**src/rtl/regfile_2r1w.sv**
```systemverilog
// regfile_2r1w: 2**AWIDTH x DWIDTH register file, two registered read ports,
// one byte-enabled write port with write-first bypass, and a bulk-clear FSM.
// Optional feature: define REGFILE_PARITY_EN for a stored even-parity bit per
// entry, checked on every read return (par_err); otherwise par_err is tied 0.
module regfile_2r1w #(
  parameter int DWIDTH = 8,
  parameter int AWIDTH = 2
) (
  input  logic                 clk,
  input  logic                 rst_n,
  input  logic                 wren,
  input  logic [AWIDTH-1:0]    waddr,
  input  logic [DWIDTH-1:0]    wdata,
  input  logic [DWIDTH/8-1:0]  wbe,
  input  logic                 rden_a,
  input  logic [AWIDTH-1:0]    raddr_a,
  output logic [DWIDTH-1:0]    rdata_a,
  output logic                 rvalid_a,
  input  logic                 rden_b,
  input  logic [AWIDTH-1:0]    raddr_b,
  output logic [DWIDTH-1:0]    rdata_b,
  output logic                 rvalid_b,
  input  logic                 clr_req,
  output logic                 busy,
  output logic                 par_err
);

  localparam int BEW   = DWIDTH / 8;
  localparam int DEPTH = 1 << AWIDTH;
`ifdef REGFILE_PARITY_EN
  localparam int SW = DWIDTH + 1;
`else
  localparam int SW = DWIDTH;
`endif

  typedef enum logic {IDLE, CLEAR} state_e;

  state_e            state_q;
  logic [AWIDTH-1:0] cnt_q;
  logic              busy_q;
  logic [SW-1:0]     mem_q [DEPTH];

  logic [DWIDTH-1:0] rdata_a_q, rdata_b_q;
  logic              rvalid_a_q, rvalid_b_q, par_err_q;

  logic              wr_acc, rd_a_acc, rd_b_acc;
  logic [DWIDTH-1:0] merged_d;
  logic [SW-1:0]     wword_d, rword_a_d, rword_b_d;
  logic              par_err_d;

  assign wr_acc   = wren   && !busy_q;
  assign rd_a_acc = rden_a && !busy_q;
  assign rd_b_acc = rden_b && !busy_q;

  // Byte-merge the incoming write into the currently stored word
  always_comb begin
    merged_d = mem_q[waddr][DWIDTH-1:0];
    for (int unsigned i = 0; i < BEW; i++) begin
      if (wbe[i]) merged_d[8*i +: 8] = wdata[8*i +: 8];
    end
  end

`ifdef REGFILE_PARITY_EN
  assign wword_d = {^merged_d, merged_d};
`else
  assign wword_d = merged_d;
`endif

  // Write-first bypass: a read of the address being written sees the merged word
  always_comb begin
    rword_a_d = (wr_acc && (raddr_a == waddr)) ? wword_d : mem_q[raddr_a];
    rword_b_d = (wr_acc && (raddr_b == waddr)) ? wword_d : mem_q[raddr_b];
  end

`ifdef REGFILE_PARITY_EN
  assign par_err_d = (rd_a_acc && (^rword_a_d)) || (rd_b_acc && (^rword_b_d));
`else
  assign par_err_d = 1'b0;
`endif

  // Storage array: clear sweep has priority; writes are blocked while busy
  always_ff @(posedge clk or negedge rst_n) begin
    if (!rst_n) begin
      for (int unsigned i = 0; i < DEPTH; i++) mem_q[i] <= '0;
    end else if (state_q == CLEAR) begin
      mem_q[cnt_q] <= '0;
    end else if (wr_acc) begin
      mem_q[waddr] <= wword_d;
    end
  end

  // Bulk-clear FSM with registered busy
  always_ff @(posedge clk or negedge rst_n) begin
    if (!rst_n) begin
      state_q <= IDLE;
      cnt_q   <= '0;
      busy_q  <= 1'b0;
    end else if (state_q == IDLE) begin
      if (clr_req) begin
        state_q <= CLEAR;
        cnt_q   <= '0;
        busy_q  <= 1'b1;
      end
    end else begin
      if (cnt_q == '1) begin
        state_q <= IDLE;
        cnt_q   <= '0;
        busy_q  <= 1'b0;
      end else begin
        cnt_q <= cnt_q + AWIDTH'(1);
      end
    end
  end

  // Registered read returns; rdata holds when no read is accepted
  always_ff @(posedge clk or negedge rst_n) begin
    if (!rst_n) begin
      rdata_a_q  <= '0;
      rdata_b_q  <= '0;
      rvalid_a_q <= 1'b0;
      rvalid_b_q <= 1'b0;
      par_err_q  <= 1'b0;
    end else begin
      rvalid_a_q <= rd_a_acc;
      rvalid_b_q <= rd_b_acc;
      par_err_q  <= par_err_d;
      if (rd_a_acc) rdata_a_q <= rword_a_d[DWIDTH-1:0];
      if (rd_b_acc) rdata_b_q <= rword_b_d[DWIDTH-1:0];
    end
  end

  assign rdata_a  = rdata_a_q;
  assign rdata_b  = rdata_b_q;
  assign rvalid_a = rvalid_a_q;
  assign rvalid_b = rvalid_b_q;
  assign busy     = busy_q;
  assign par_err  = par_err_q;

endmodule

```
**config.mk**
```make
export PLATFORM = sky130hd
export DESIGN_NAME = regfile_2r1w
export DESIGN_NICKNAME = d
export VERILOG_FILES = /design/src/rtl/regfile_2r1w.sv
export SDC_FILE = /design/constraint.sdc
export NUM_CORES = 1
export LEC_CHECK = 0
export BUFFER_PORTS_ARGS = -buffer_cell sky130_fd_sc_hd__clkbuf_2
export CORE_ASPECT_RATIO = 0.75
export CORE_MARGIN = 8
export CORE_UTILIZATION = 45
export DETAILED_ROUTE_END_ITERATION = 8
export GPL_TIMING_DRIVEN = 0
export PLACE_DENSITY = 0.75
export SYNTH_ARGS = -nofsm -noshare
export SYNTH_HDL_FRONTEND = slang
export SYNTH_SLANG_ARGS = --single-unit
```
**constraint.sdc**
```tcl
create_clock -name clk -period 1.8 [get_ports clk]
set_input_delay 0.18 -clock clk [delete_from_list [all_inputs] [get_ports clk]]
set_output_delay 0.18 -clock clk [all_outputs]
set_load 0.05 [all_outputs]
```
==> reports/metrics.yaml, run 1 <==
run_status:
  status: "completed"
synthesis:
  synth.top_cell.area_share_pct: 42.3
  ys_ff_latch: 54
  mappedNetlistArea_um2: 3200
  yosysWarnings: 0
  synth-edff-count: 0
  ys_async_sr_fraction_pct: 100
  synth_top_flop_cell: "dfrtp_1"
  synth_nets: 335
  yosys.cell_types.count: 32
  avgSynthCellArea_um2: 10.3
  yosysMostFrequentCell: "dfrtp_1"
  ys_seq_area_share_pct: 42.3
  synth_area_leaders: "dfrtp_1, mux4_2, nand3_1"
  yosys.area.top_type: "dfrtp_1"
  synthTopCellsByCount: "dfrtp_1, nand3_1, nand2_1"
  synth_cells: 310
cts:
  cts_sinks: 54
  clk_latency_ps: 310
  clockBufferDepth: 2
  cts_max_level: 2
  root_buffer: "clkbuf_8"
  tritoncts: "done"
  cts_buffers: 5
  path_clk_slew_ps: 100
timing:
  finalHoldViolations: 0
  rsz0062_at_grt: "false"
  slew_viol_final: 0
  tightest_slew_ps: 741
  fmax_ghz: 0.577
  clock_skew_ps: 11.0
  setup_viol: 0
  min_period_ps: 1730
  post-route-period-util_pct: 96.3
  timing.slew.headroom_pct: 50.5
pwr:
  p_total_mw: 4.31
  swShare_pct: 43.3
  p_leak_nw: 1.62
  ir_worst_vdd_mv: 0.431
  p_int_mw: 2.44
  p_per_area_nw_per_um2: 1180
  seqPwrFrac_pct: 40.2
  switchingPower_mw: 1.87
  combPwrFrac_pct: 40.2
  pwr-share-clk_pct: 19.6
floorplanning:
  ioPinCount: 41
  die_w_um: 113
  core_um2: 6860
  start_util_pct: 46.6
  die-area_um2: 10100
  fp-row-count: 26
  die_y_um: 89.0
drt:
  remaining_drc_errors: 0
  antenna_left: 0
  drtPass1Iterations: 5
  routed_wl_um: 8140
  drtIter0Drc: 218
  viasPerCell: 5.81
  vias: 2633
  wire_per_inst_um: 18.0
worst_setup_path:
  required_ps: 2000
  crit_arrival_ps: 1930
  crit_type: "reg -> reg"
  rr_startpoint: "busy"
  startpoint: "busy"
  crit_path_end_kind: "flip-flop"
  path_max_fanout: 10
  crit_path_top_delay_cell: "dfrtp_2"
  startpoint_type: "flip-flop"
  cp_cell_sequence: "nand2b_4, buf_6, or4_4, buf_6, buf_6, nand3_1, o21ai_2"
  slowest_delay_ps: 450
  cp_common_cell: "buf_6"
global_routing:
  first_global_vias: 2561
  grt_overflow: 0
  antenna_found_initial: 0
  grt_max_degree: 55
  grt_pass1_wl_um: 13200
  track_usage_pct: 16.4
final_layout:
  layout-drive-gt1-share_pct: 24.8
  finalNetCount: 379
  utilization_pct: 53.2
  syn2layout_area_growth_pct: 14.3
  num_antenna_cells: 0
min_path:
  min_from: "clr_req"
  hp-class: "in -> reg"
run:
  drv_cap: 0
placed_design:
  io_buffers: 33
  gp_congestion: 0.930
  place_hpwl_um: 6290
==> what timing repair did <==
action	in CTS	in global routing
cloned	0	0
resized for setup	1	2
endpoints found under the hold margin	0	18
setup buffers	0	2
setup endpoints to repair	7	9
hold buffers	0	1
pin swaps	0	2
==> layer usage <==
| layer | track usage [%] | wire [um] | up-vias |
|---|---|---|---|
| li1 | - | - | 1243 |
| met1 | 22.0 | 3710 | 1283 |
| met2 | 26.0 | 3710 | 101 |
| met3 | 4.66 | 657 | 6 |
| met4 | 3.73 | 58 | 0 |
| met5 | 0 | 0 | - |
==> state kept, by name, summed over array words and instances (netlist names) <==
register	count
mem_q	32
rdata_a	8
rdata_b	8
cnt_q	2
busy	1
rvalid_a	1
rvalid_b	1
state_q	1
==> worst paths after layout <==
path                         endpoint  depth (start not counted)  slack [ps]
hold reg to reg            rdata_a[6]                          2         490
min in group asynchronous  rdata_b[0]                          2         340
setup reg to reg            mem_q[30]                          7          70
hold / removal               cnt_q[1]                          2         110
setup / recovery            mem_q[30]                          7          70
max in group asynchronous   mem_q[30]                          3         930
==> power by group through the flow <==
stage,sequential (mW),clock [mW],combinational (mW)
after floorplan,2.11,0,0.867
after global placement,1.71,0,1.69
after detailed placement,1.74,0,1.72
after CTS,1.72,0.855,1.73
after global routing,1.77,0.908,1.88
final,1.73,0.844,1.73
==> area by class of cell <==
cell class / instances / area, um2
fill: 610 / 3210
multi-input combinational: 230 / 1700
sequential: 54 / 1350
timing repair buffer: 37 / 210
buffer: 20 / 130
tap: 98 / 123
clock buffer: 5 / 68.8
clock inverter: 3 / 47.5
inverter: 6 / 22.5
==> through the flow <==
| step | cells | instance area (um2) | TNS [ps] | hold WS, ps | setup slack, ps |
|---|---|---|---|---|---|
| after floorplan | 310 | 3200 | 0 | -116 | 44.6 |
| after global placement | 441 | 3490 | 0 | 447 | 31.0 |
| after detailed placement | 441 | 3490 | -27.0 | 448 | -17.0 |
| after CTS | 449 | 3610 | 0 | 116 | 85.9 |
| after global routing | 453 | 3650 | 0 | 104 | 12.9 |
| final | 453 | 3650 | 0 | 112 | 67.0 |
==> logic make-up after synthesis <==
| group | synth area share [%] |
|---|---|
| AO/OA/AOI/OAI | 18.7 |
| XOR/XNOR | 1.10 |
| adder cells (fa/ha/maj) | 1.57 |
| buffers and inverters | 4.73 |
| flip-flops | 42.3 |
| multiplexers | 16.6 |
| other | 0.117 |
| AND/OR/NAND/NOR | 15.0 |
==> worst max-delay path: cells and delay by family (launching register included) <==
kind,cells,cell delay (ps)
AND/OR/NAND/NOR,3,660
flip-flops,1,450
AO/OA/AOI/OAI,1,60
buffers and inverters,3,430
==> layout by cell type (no fill, tap or decap), types with 16 or more instances in the layout <==
cell / count
clkbuf_2: 33
o21ai_1: 17
o21ai_0: 23
dfrtp_1: 53
mux4_2: 16
mux2i_1: 17
nand3_1: 40
nand2_1: 38
a31oi_1: 16
o31a_1: 16
(Power assumes the default switching activity.)
==> run 2: changes to the inputs <==
--- a/config.mk
+++ b/config.mk
@@ -6,11 +6,11 @@
 export NUM_CORES = 1
 export LEC_CHECK = 0
 export BUFFER_PORTS_ARGS = -buffer_cell sky130_fd_sc_hd__clkbuf_2
-export CORE_ASPECT_RATIO = 0.75
 export CORE_MARGIN = 8
 export CORE_UTILIZATION = 45
 export DETAILED_ROUTE_END_ITERATION = 8
 export GPL_TIMING_DRIVEN = 0
+export HOLD_SLACK_MARGIN = 0.08
 export PLACE_DENSITY = 0.75
 export SYNTH_ARGS = -nofsm -noshare
 export SYNTH_HDL_FRONTEND = slang
==> run 2 against run 1 <==
Effect of this change: power fell by 3.7%; global-route usage fell by 1.1 points; maximum frequency rose by 1.9%; wire length fell by 11%; critical path depth did not move; clock power fell by 12%; via count fell by 5.4%; clock-buffer cell count rose by 1; critical path type unchanged; largest power group is now combinational cells; hold slack got worse by 17 ps; highest routed layer unchanged; sequential share of layout area rose by 0.22 points; final cell count fell by 0.44%; core utilization fell by 0.058 points.
==> reports/metrics.yaml, run 2 (synthesized netlist as in run 1, its figures left out) <==
run_status:
  status: "completed"
floorplanning:
  fp-row-count: 30  # +15%
  die-area_um2: 10100  # -0.28%
  ioPinCount: 41  # unchanged
  start_util_pct: 46.8  # +0.22 points
  die_y_um: 100  # +13%
  core_um2: 6830  # -0.47%
  die_w_um: 100  # -12%
drt:
  remaining_drc_errors: 0  # unchanged
  antenna_left: 0  # unchanged
  viasPerCell: 5.53  # -4.9%
  drtIter0Drc: 127  # -42%
  drtPass1Iterations: 4  # -1
  routed_wl_um: 7280  # -11%
  vias: 2492  # -5.4%
  wire_per_inst_um: 16.1  # -10%
worst_setup_path:
  r2r-end: "mem_q[29]"
  startpoint_type: "flip-flop"
  rr_startpoint: "busy"
  required_ps: 2010  # about the same
  reg2reg_slack_ps: 100  # +30 ps
  crit_type: "reg -> reg"
  crit_arrival_ps: 1910  # -20 ps
  r2r_cells: 7  # unchanged
  crit_path_end_kind: "flip-flop"
  path_max_fanout: 10  # unchanged
min_path:
  min_from: "clr_req"
  hold-path-endpoint: "cnt_q[1]"
  hp-class: "in -> reg"
  min_path_cells: 2  # unchanged
final_layout:
  num_antenna_cells: 0  # unchanged
  register_area_um2: 1350  # unchanged
  utilization_pct: 53.2  # -0.058 points
  finalNetCount: 379  # unchanged
  final_cell_mix: "dfrtp_1, nand3_1, nand2_1, clkbuf_2, o21ai_0"
  fill_cells: 605  # -0.82%
  largest_register_ffs: 32  # unchanged
  layout-drive-gt1-share_pct: 24.5  # -0.28 points
  layout_commonest_cell: "dfrtp_1"
  syn2layout_area_growth_pct: 13.6
  multi_input_area_um2: 1700  # -0.29%
  top_register: "mem_q"
cts:
  clockBufferDepth: 2  # unchanged
  path_clk_slew_ps: 100  # about the same
  tritoncts: "done"
  cts_sinks: 54  # unchanged
  clk_latency_ps: 310  # about the same
  cts_buffers: 5  # unchanged
  cts_max_level: 2  # unchanged
  root_buffer: "clkbuf_8"
timing:
  setup_viol: 0  # unchanged
  timing.slew.headroom_pct: 47.2  # -3.3 points
  fmax_ghz: 0.588  # +1.9%
  finalHoldWorstSlack_ps: 95.4  # -16.5 ps
  timing.final.ws_setup_ps: 100  # +32.9 ps
  fin_setup_tns_ps: 0  # unchanged
  post-route-period-util_pct: 94.4  # -1.8 points
  finalHoldViolations: 0  # unchanged
  slew_viol_final: 0  # unchanged
  clock_skew_ps: 4.03  # -6.96 ps
  min_period_ps: 1700  # -32.9 ps
  rsz0062_at_grt: "true"
  tightest_slew_ps: 789  # +48.7 ps
pwr:
  swShare_pct: 43.6  # +0.24 points
  pwr-share-clk_pct: 18.0  # -1.6 points
  combPwrFrac_pct: 41.1  # +0.9 points
  seqPwrFrac_pct: 40.9  # +0.7 points
  p_leak_nw: 1.61  # -0.43%
  ir_worst_vdd_mv: 0.368  # -15%
  p_total_mw: 4.15  # -3.7%
  p_per_area_nw_per_um2: 1140  # -3.1%
  p_int_mw: 2.34  # -4.1%
  switchingPower_mw: 1.81  # -3.1%
placed_design:
  place_hpwl_um: 5930  # -5.7%
  pre_cts_slack_ps: 60.8  # +77.8 ps
  gp_congestion: 0.898  # -3.4%
  io_buffers: 33  # unchanged
global_routing:
  grt_overflow: 0  # unchanged
  track_usage_pct: 15.3  # -1.1 points
  grt_max_degree: 55  # unchanged
  first_global_vias: 2571  # +0.39%
  antenna_found_initial: 0  # unchanged
  grt_pass1_wl_um: 12500  # -5.4%
run:
  drv_cap: 0  # unchanged
==> run 2: per-stage QoR <==
step,area (um2),std cells
finish,3630,451
global route,3630,451
CTS,3590,447
detailed placement,3480,439
global placement,3480,439
floorplan,3200,310
==> run 2: cell type report <==
cell class	count	area share [%]
tap	96	3.31
sequential	54	37.2
inverter	6	0.620
clock inverter	2	0.551
timing repair buffer	37	5.79
multi-input combinational	230	46.7
clock buffer	6	2.27
buffer	20	3.58
==> run 2: worst max path at each step <==
| stage | slack, ps | end | from |
|---|---|---|---|
| floorplan | 40 | mem_q[30] | busy |
| global placement | 110 | mem_q[21] | busy |
| detailed placement | 60 | rdata_b[0] | raddr_b[1] |
| CTS | 90 | mem_q[21] | busy |
| global route | -10 | mem_q[5] | busy |
| finish | 100 | mem_q[29] | busy |
==> run 2: power groups by stage <==
stage               combinational (mW)  clock (mW)  sequential, mW
floorplan                        0.867           0            2.11
global placement                  1.67           0            1.70
detailed placement                1.71           0            1.72
CTS                               1.71       0.766            1.69
global route                      1.88       0.809            1.74
finish                            1.71       0.746            1.70
==> run 2: critical path: stages, from the launching register on <==
cell and delay (ps):
dfrtp_2 440, nand2b_4 140, buf_6 140, or4_4 420, buf_6 150, buf_6 140
nand3_1 90, o21ai_2 60
==> run 2: metal layers <==
metal	up-vias	global-route usage [%]	share of wire, %
met1	1182	18.4	43
met3	9	3.32	4.5
met2	57	27.1	51
li1	1244	-	-
met5	-	0	0
met4	0	3.60	1.0
==> run 2: what timing repair did <==
item,CTS,global route
buffers inserted,0,2
hold buffers,0,1
gates resized for setup,0,2
setup endpoints to repair,0,15
hold endpoints to repair,0,22
